--- config.mk ---
export PLATFORM = sky130hd
export DESIGN_NAME = rgb_pwm_driver
export DESIGN_NICKNAME = d
export VERILOG_FILES = /design/src/rtl/rgb_pwm_driver.sv
export SDC_FILE = /design/constraint.sdc
export NUM_CORES = 1
export LEC_CHECK = 0
export BUFFER_PORTS_ARGS = -buffer_cell sky130_fd_sc_hd__buf_2
export CAP_MARGIN = 15
export CORE_MARGIN = 1.5
export CORE_UTILIZATION = 35
export DETAILED_ROUTE_END_ITERATION = 8
export PLACE_DENSITY = 0.64
export RECOVER_POWER = 25
export SYNTH_ARGS = -nofsm -noshare
export SYNTH_HDL_FRONTEND = slang
export SYNTH_SLANG_ARGS = --single-unit
--- constraint.sdc ---
create_clock -name clk -period 2.46 [get_ports clk]
set_clock_uncertainty 0.05 [all_clocks]
set_input_delay 0.492 -clock clk [delete_from_list [all_inputs] [get_ports clk]]
set_output_delay 0.492 -clock clk [all_outputs]
set_load 0.03 [all_outputs]
--- src/rtl/rgb_pwm_driver.sv ---
// ---------------------------------------------------------------------------
// rgb_pwm_driver
//
// Purpose:
//   Turns a 24-bit RGB code into three PWM outputs for a tri-colour LED.
//   A new colour is accepted into a shadow register and copied into the
//   active duty registers only when a PWM period ends. This keeps every
//   period's waveform consistent and free of glitches.
//
// Parameters:
//   PRESCALE  clock cycles per PWM tick (1..65535); period = 256*PRESCALE
//
// Ports:
//   clk           system clock, rising edge
//   rst_n         asynchronous active-low reset
//   enable        run enable; low freezes counters and forces LEDs off
//   rgb[23:0]     colour code, R=[23:16] G=[15:8] B=[7:0]
//   rgb_valid     rgb is valid this cycle
//   rgb_ready     shadow register empty, a colour can be accepted
//   led_r/g/b     active-high PWM outputs
//   period_start  one-cycle pulse on the first clock of each PWM period
//
// Build options:
//   GAMMA_EN      when defined, applied duty = (c*c)>>8 per channel
// ---------------------------------------------------------------------------
module rgb_pwm_driver #(
    parameter int unsigned PRESCALE = 4
) (
    input  logic        clk,
    input  logic        rst_n,
    input  logic        enable,
    input  logic [23:0] rgb,
    input  logic        rgb_valid,
    output logic        rgb_ready,
    output logic        led_r,
    output logic        led_g,
    output logic        led_b,
    output logic        period_start
);

    localparam int unsigned PRE_W = (PRESCALE > 1) ? $clog2(PRESCALE) : 1;
    localparam int unsigned CNT_W = 8;
    localparam int unsigned CH_W  = 8;
    localparam int unsigned RGB_W = 3 * CH_W;

    localparam logic [PRE_W-1:0] PRE_MAX = PRE_W'(PRESCALE - 1);
    localparam logic [CNT_W-1:0] CNT_MAX = {CNT_W{1'b1}};

    localparam logic [0:0] ST_IDLE    = 1'b0;
    localparam logic [0:0] ST_PENDING = 1'b1;

    // Per-channel duty transform applied on the shadow-to-active copy
    function automatic logic [CH_W-1:0] duty_map(input logic [CH_W-1:0] c);
`ifdef GAMMA_EN
        logic [2*CH_W-1:0] prod;
        prod = (2*CH_W)'(c) * (2*CH_W)'(c);
        return prod[2*CH_W-1:CH_W];
`else
        return c;
`endif
    endfunction

    logic [PRE_W-1:0] pre_cnt;
    logic [CNT_W-1:0] pwm_cnt;
    logic             tick_c;
    logic             boundary_c;

    logic [0:0]       state_q;
    logic [0:0]       state_d;
    logic [RGB_W-1:0] shadow_q;
    logic [RGB_W-1:0] shadow_d;
    logic             load_c;

    logic [CH_W-1:0]  duty_r;
    logic [CH_W-1:0]  duty_g;
    logic [CH_W-1:0]  duty_b;

    // A tick only happens while running; the boundary is the last tick of a period
    assign tick_c     = enable && (pre_cnt == PRE_MAX);
    assign boundary_c = tick_c && (pwm_cnt == CNT_MAX);

    // Prescaler: 0..PRESCALE-1, holds while disabled
    always_ff @(posedge clk or negedge rst_n) begin
        if (!rst_n) begin
            pre_cnt <= '0;
        end else if (enable) begin
            if (tick_c) begin
                pre_cnt <= '0;
            end else begin
                pre_cnt <= pre_cnt + PRE_W'(1);
            end
        end
    end

    // PWM position counter, natural 8-bit wrap
    always_ff @(posedge clk or negedge rst_n) begin
        if (!rst_n) begin
            pwm_cnt <= '0;
        end else if (tick_c) begin
            pwm_cnt <= pwm_cnt + CNT_W'(1);
        end
    end

    // Handshake FSM state, shadow register and ready flag
    always_ff @(posedge clk or negedge rst_n) begin
        if (!rst_n) begin
            state_q   <= ST_IDLE;
            shadow_q  <= '0;
            rgb_ready <= 1'b1;
        end else begin
            state_q   <= state_d;
            shadow_q  <= shadow_d;
            rgb_ready <= (state_d == ST_IDLE);
        end
    end

    // Next-state: capture in IDLE, transfer on boundary in PENDING
    always_comb begin
        state_d  = state_q;
        shadow_d = shadow_q;
        load_c   = 1'b0;
        case (state_q)
            ST_IDLE: begin
                if (rgb_valid) begin
                    shadow_d = rgb;
                    state_d  = ST_PENDING;
                end
            end
            ST_PENDING: begin
                // rgb_valid is deliberately ignored here; ready was low
                if (boundary_c) begin
                    load_c  = 1'b1;
                    state_d = ST_IDLE;
                end
            end
            default: begin
                state_d = ST_IDLE;
            end
        endcase
    end

    // Active duty registers, updated only at a period boundary
    always_ff @(posedge clk or negedge rst_n) begin
        if (!rst_n) begin
            duty_r <= '0;
            duty_g <= '0;
            duty_b <= '0;
        end else if (load_c) begin
            duty_r <= duty_map(shadow_q[23:16]);
            duty_g <= duty_map(shadow_q[15:8]);
            duty_b <= duty_map(shadow_q[7:0]);
        end
    end

    // Registered compare; duty 255 gives 255/256 since pwm_cnt never exceeds 255
    always_ff @(posedge clk or negedge rst_n) begin
        if (!rst_n) begin
            led_r        <= 1'b0;
            led_g        <= 1'b0;
            led_b        <= 1'b0;
            period_start <= 1'b0;
        end else begin
            led_r        <= enable && (pwm_cnt < duty_r);
            led_g        <= enable && (pwm_cnt < duty_g);
            led_b        <= enable && (pwm_cnt < duty_b);
            period_start <= boundary_c;
        end
    end

endmodule

==> results.sh, run 1 <==
export IMPL_status="finished, violations left"
export IMPL_violations="capacitance limit, slew limit"
export IMPL_io_buffers=32
export IMPL_rsz0062_at_grt="false"
export IMPL_dp_cells=346
export IMPL_finalMaxSlewViolations=65
export IMPL_die_x_um=96.4
export IMPL_placed_cell_area_um2=3300
export IMPL_p_leak_nw=1.62
export IMPL_tritoncts="yes"
export IMPL_grt_start_max_net_pins=65
export IMPL_path_cells="ha_1 -> and4_4 -> and4_4 -> mux2_2"
export IMPL_synth_common_cells="dfrtp_1, mux2_2, ha_1"
export IMPL_cts_reportedPaths_clkPinSlew_ns=0.06
export IMPL_layout_setup_ws_ns=0.457
export IMPL_synthesis_nets=265
export IMPL_slowest_stage="and4_4"
export IMPL_grt_pass1_wl_mm=8.58
export IMPL_hold_viol=0
export IMPL_post_cts_resized=0
export IMPL_fill_cells=800
export IMPL_irDropWorstVdd_mv=0.319
export IMPL_syn_area_um2=3050
export IMPL_crit_top_cell="and4_4"
export IMPL_vias=1680
export IMPL_cp_arrival_ns=2.17
export IMPL_ant_nets=0
export IMPL_finalSetupViolations=0
export IMPL_start_util_pct=36.6
export IMPL_cts_hold_buf=0
export IMPL_path_class="reg -> reg"
export IMPL_design_area_um2=3470
export IMPL_antenna_cells=0
export IMPL_drc=0
export IMPL_clockRootBuffer="clkbuf_8"
export IMPL_synth_cell_types=30
export IMPL_stdcell_count=362
export IMPL_max_freq_mhz=499
export IMPL_routedWlPerCell_um=13.6
export IMPL_tightest_slew_ns=1.54
export IMPL_ys_flop_type="dfrtp_1"
export IMPL_drt_wl_total_mm=4.91
export IMPL_startpoint_type="flip-flop"
export IMPL_clock_path_buffers=2
export IMPL_worstSkewPairLatency_ns=0.33
export IMPL_maxCapViolCount=1
export IMPL_cts_max_level=3
export IMPL_syn_to_final_growth_pct=13.7
export IMPL_power_switching_w=0.000681
export IMPL_period_needed_ns=2.00
export IMPL_ios=33
export IMPL_power_per_cell_area_nw_per_um2=724
export IMPL_fin_crit_sh_pct=81.4
export IMPL_fp_dieH_um=96.4
export IMPL_yosys_top_cells_area="dfrtp_1, mux2_2, ha_1, mux2_4, inv_1"
export IMPL_p_comb_share_pct=16.7
export IMPL_first_global_vias=1799
export IMPL_syn_inst=214
export IMPL_cp_max_fo=26
export IMPL_cts_buffers=9
export IMPL_synth_edf_count=0
export IMPL_fp_coreArea_um2=8340
export IMPL_drive_above_1_share_pct=40.9
export IMPL_crit_path_end_kind="flip-flop"
export IMPL_antenna_found_initial=0
export IMPL_final_setup_tns_ns=0
export IMPL_critPathMaxStageDelay_ns=0.53
export IMPL_syn_area_per_cell_um2=14.3
export IMPL_power_frac_seq_pct=50.7
export IMPL_clkPwrFrac_pct=32.7
export IMPL_die_area_um2=9300
export IMPL_grt_overflow=0
export IMPL_yosysTopAreaCellShare_pct=51.6
export IMPL_firstDrtPassIters=3
export IMPL_power_internal_w=0.00183
export IMPL_drt_vias_per_instance=4.64
export IMPL_switching_share_pct=27.1
export IMPL_dpl_hpwl_mm=3.54
export IMPL_grt_usage_pct=12.5
export IMPL_slew_headroom_pct=-2.46
export IMPL_synth_most_common_cell="dfrtp_1"
export IMPL_final_nets=303
export IMPL_yosysSeqAreaShare_pct=52.5
export IMPL_fin_hold_ws_ns=0.334
export IMPL_ys_async_sr_fraction_pct=100
export IMPL_drtIter0Drc=53
export IMPL_row_count=33
export IMPL_required_ns=2.63
export IMPL_min_path_type="in -> reg"
export IMPL_postCtsSetupRepairBufs=0
export IMPL_synth_seq_cells=64
export IMPL_ys_warnings_count=0
export IMPL_cts_sinks=64
export IMPL_pre_cts_slack_ns=0.407
export IMPL_place_congestion=0.757
export IMPL_synth_top_area_cell="dfrtp_1"
## cells in the final DEF, fill, tap and decap left out, drive strengths merged
| cell | n |
|---|---|
| nand4 | 2 |
| buf | 33 |
| nand2 | 3 |
| a221oi | 3 |
| dfrtp | 63 |
| o211ai | 3 |
| nor2 | 2 |
| or2 | 1 |
| clkinv | 1 |
| clkbuf | 15 |
| nor2b | 1 |
| o2111a | 3 |
| dfstp | 1 |
| mux2 | 50 |
| inv | 21 |
| mux2i | 1 |
| nand3 | 2 |
| nor3b | 3 |
| a21o | 3 |
| and4 | 4 |
| xnor2 | 7 |
| a211oi | 3 |
| clkinvlp | 1 |
| o21ai | 3 |
| or2b | 4 |
| ha | 23 |
| and3 | 1 |
## per-stage QoR
stage / power (W) / utilization, %
finish: 0.00251 / 41.6
detailed placement: 0.00173 / 39.6
global placement: 0.00171 / 39.6
floorplan: 0.00157 / -
CTS: 0.00256 / 41.8
global route: 0.00268 / 41.6
## flip-flops by register name, indices dropped and copies added (netlist names)
signal        cells
shadow_q         24
duty_b            8
duty_g            8
duty_r            8
pwm_cnt           8
pre_cnt           2
led_b             1
led_g             1
led_r             1
period_start      1
rgb_ready         1
state_q           1
## critical path, delay by kind of cell (launching register included)
kind / cells / cell delay, ns
fa+ha+maj: 1 / 0.21
mux: 1 / 0.38
flops: 1 / 0.47
simple gates: 2 / 0.75
## power by group through the flow
stage	registers, W	clock network (W)	logic, W
6_report	0.00127	0.000821	0.000419
5_1_grt	0.00129	0.000897	0.000494
4_1_cts	0.00128	0.000848	0.000432
3_5_place_dp	0.00130	0	0.000430
3_3_place_gp	0.00129	0	0.000418
2_1_floorplan	0.00128	0	0.000286
## cells by family (layout without fill, tap and decap cells)
group | Yosys count | count (layout) | share of synthesized area (%)
buffers and inverters | 28 | 71 | 5.37
AO/OA/AOI/OAI | 18 | 18 | 4.67
flip-flops | 64 | 64 | 52.5
adder cells (fa/ha/maj) | 23 | 23 | 9.42
XOR/XNOR | 7 | 7 | 2.01
multiplexers | 51 | 51 | 21.0
AND/OR/NAND/NOR | 23 | 23 | 5.08
## metal layers
| metal | track usage, % | wire length, µm | vias up |
|---|---|---|---|
| met4 | 7.61 | 117 | 0 |
| met3 | 2.50 | 160 | 10 |
| met1 | 17.0 | 2430 | 807 |
| met2 | 18.2 | 2210 | 28 |
| met5 | 0 | 0 | - |
| li1 | - | - | 835 |
## area by class of cell
| cell class | instances | area (µm²) | share of cell area, % |
|---|---|---|---|
| Multi-Input combinational cell | 122 | 1290 | 37.1 |
| Timing Repair Buffer | 34 | 185 | 5.33 |
| Sequential cell | 64 | 1600 | 46.1 |
| Clock buffer | 14 | 173 | 4.97 |
| Clock inverter | 2 | 12.5 | 0.360 |
| Inverter | 21 | 78.8 | 2.27 |
| Tap cell | 105 | 131 | 3.78 |
## worst paths after layout
kind                                        start                        to  slack, ns  cells past startpoint
min reg2reg                pre_cnt[0]$_DFFE_PN0P_    pre_cnt[0]$_DFFE_PN0P_       0.44                      1
max                        pwm_cnt[0]$_DFFE_PN0P_     duty_b[5]$_DFFE_PN0P_       0.46                      4
min in group asynchronous                   rst_n  shadow_q[18]$_DFFE_PN0P_       0.57                      2
max reg2reg                pwm_cnt[0]$_DFFE_PN0P_     duty_b[5]$_DFFE_PN0P_       0.46                      4
max in group asynchronous                   rst_n    pwm_cnt[1]$_DFFE_PN0P_       0.88                      2
min                                        rgb[6]   shadow_q[6]$_DFFE_PN0P_       0.33                      2
Power figures use the tool's default switching activity.
==> inputs of run 2 (changes only) <==
- clock period: 2.46 -> 1.93 ns (I/O delays scaled with it)
==> results.sh, run 2 (same netlist as run 1, synthesis figures left out) <==
export IMPL_drive_above_1_share_pct=43.1
export IMPL_cts_sinks=64
export IMPL_clockRootBuffer="clkbuf_8"
export IMPL_clock_path_buffers=2
export IMPL_cts_hold_buf=0
export IMPL_tritoncts="yes"
export IMPL_power_frac_seq_pct=44.8
export IMPL_rrSetupSlack_ns=0.10
export IMPL_rsz0062_at_grt="false"
export IMPL_place_congestion=0.774
export IMPL_firstDrtPassIters=4
export IMPL_hold_viol=0
export IMPL_die_x_um=96.4
export IMPL_power_per_cell_area_nw_per_um2=971
export IMPL_drtIter0Drc=91
export IMPL_start_util_pct=36.6
export IMPL_grt_pass1_wl_mm=8.88
export IMPL_max_freq_mhz=547
export IMPL_fill_cells=794
export IMPL_min_path_type="in -> reg"
export IMPL_cts_buffers=9
export IMPL_grt_usage_pct=13.0
export IMPL_fp_coreArea_um2=8340
export IMPL_power_switching_w=0.000909
export IMPL_period_needed_ns=1.83
export IMPL_antenna_cells=0
export IMPL_cp_max_fo=17
export IMPL_vias=1752
export IMPL_placed_cell_area_um2=3390
export IMPL_row_count=33
export IMPL_largest_register="shadow_q"
export IMPL_post_cts_resized=0
export IMPL_clkPwrFrac_pct=36.0
export IMPL_ant_nets=0
export IMPL_maxCapViolCount=1
export IMPL_cp_arrival_ns=1.99
export IMPL_slew_headroom_pct=-1.03
export IMPL_irDropWorstVdd_mv=0.425
export IMPL_io_buffers=32
export IMPL_p_comb_share_pct=19.2
export IMPL_crit_path_end_kind="flip-flop"
export IMPL_switching_share_pct=26.1
export IMPL_finalMaxSlewViolations=65
export IMPL_die_area_um2=9300
export IMPL_final_common_cell="dfrtp_1"
export IMPL_cts_reportedPaths_clkPinSlew_ns=0.07
export IMPL_status="finished, violations left"
export IMPL_p_leak_nw=1.69
export IMPL_stdcell_count=372
export IMPL_required_ns=2.09
export IMPL_design_area_um2=3590
export IMPL_routedWlPerCell_um=13.7
export IMPL_mostFrequentLayoutCells="dfrtp_1, mux2_2, buf_2"
export IMPL_drt_vias_per_instance=4.71
export IMPL_fp_dieH_um=96.4
export IMPL_syn_to_final_growth_pct=17.6
export IMPL_grt_overflow=0
export IMPL_path_class="reg -> reg"
export IMPL_fin_crit_sh_pct=94.7
export IMPL_largest_reg_flops=24
export IMPL_ios=33
export IMPL_first_global_vias=1823
export IMPL_cts_max_level=3
export IMPL_drc=0
export IMPL_antenna_found_initial=0
export IMPL_grt_start_max_net_pins=65
export IMPL_final_nets=313
export IMPL_drt_wl_total_mm=5.09
export IMPL_worstSkewPairLatency_ns=0.33
export IMPL_dp_cells=356
export IMPL_violations="capacitance limit, slew limit"
export IMPL_tightest_slew_ns=1.52
export IMPL_startpoint_type="flip-flop"
export IMPL_power_internal_w=0.00258
export IMPL_postCtsSetupRepairBufs=0
export IMPL_total_power_w=0.00349
export IMPL_final_setup_tns_ns=0
export IMPL_dpl_hpwl_mm=3.64
export IMPL_finalSetupViolations=0
-- run 2: cell types whose count changed in the layout (fill, tap and decap cells not counted) --
cell / delta
buf_12: +1
buf_4: +9
bufinv_16: +2
clkbuf_8: -2
clkinv_2: +1
clkinvlp_4: -1
-- run 2: stage by stage --
step	hold WS (ns)	setup WS (ns)	utilization [%]
finish	0.231	0.103	43.1
global route	0.210	0.0551	43.1
CTS	0.0109	0.0985	43.2
detailed placement	0.378	0.115	40.7
global placement	0.370	0.172	40.7
floorplan	0.0404	0.194	-
-- run 2: critical path, cell delays in order, from the launching register on --
cell and delay, ns:
dfrtp_1 0.37, ha_1 0.23, and4_4 0.26, and4_4 0.27, buf_12 0.17, mux2_2 0.34
-- run 2: area by class of cell --
| class | count | area, µm² | area share, % |
|---|---|---|---|
| clock buffer | 12 | 145 | 4.04 |
| clock inverter | 4 | 70.1 | 1.95 |
| inverter | 21 | 78.8 | 2.20 |
| multi-input combinational | 122 | 1290 | 35.9 |
| sequential | 64 | 1600 | 44.6 |
| tap | 105 | 131 | 3.66 |
| timing repair buffer | 44 | 273 | 7.60 |
-- run 2: worst paths after layout --
| kind | start | end | depth (start not counted) |
|---|---|---|---|
| hold reg to reg | pre_cnt[0]$_DFFE_PN0P_ | pre_cnt[0]$_DFFE_PN0P_ | 1 |
| max in group asynchronous | rst_n | shadow_q[8]$_DFFE_PN0P_ | 2 |
| setup / recovery | pre_cnt[0]$_DFFE_PN0P_ | duty_b[0]$_DFFE_PN0P_ | 5 |
| hold / removal | rgb[14] | shadow_q[14]$_DFFE_PN0P_ | 2 |
| min in group asynchronous | rst_n | shadow_q[18]$_DFFE_PN0P_ | 2 |
| setup reg to reg | pre_cnt[0]$_DFFE_PN0P_ | duty_b[0]$_DFFE_PN0P_ | 5 |
-- run 2: per-layer routing --
metal  track usage (%)  share of wire, %
met4              7.61               2.2
met1              17.9                50
met3              2.58               2.6
met2              18.9                45
met5                 0                 0
-- run 2: power groups by stage --
| stage | combinational (W) | clock [W] | sequential (W) |
|---|---|---|---|
| after floorplan | 0.000365 | 0 | 0.00164 |
| after global placement | 0.000665 | 0 | 0.00158 |
| after detailed placement | 0.000684 | 0 | 0.00159 |
| after CTS | 0.000689 | 0.00129 | 0.00156 |
| after global routing | 0.000764 | 0.00136 | 0.00158 |
| final | 0.000669 | 0.00126 | 0.00156 |
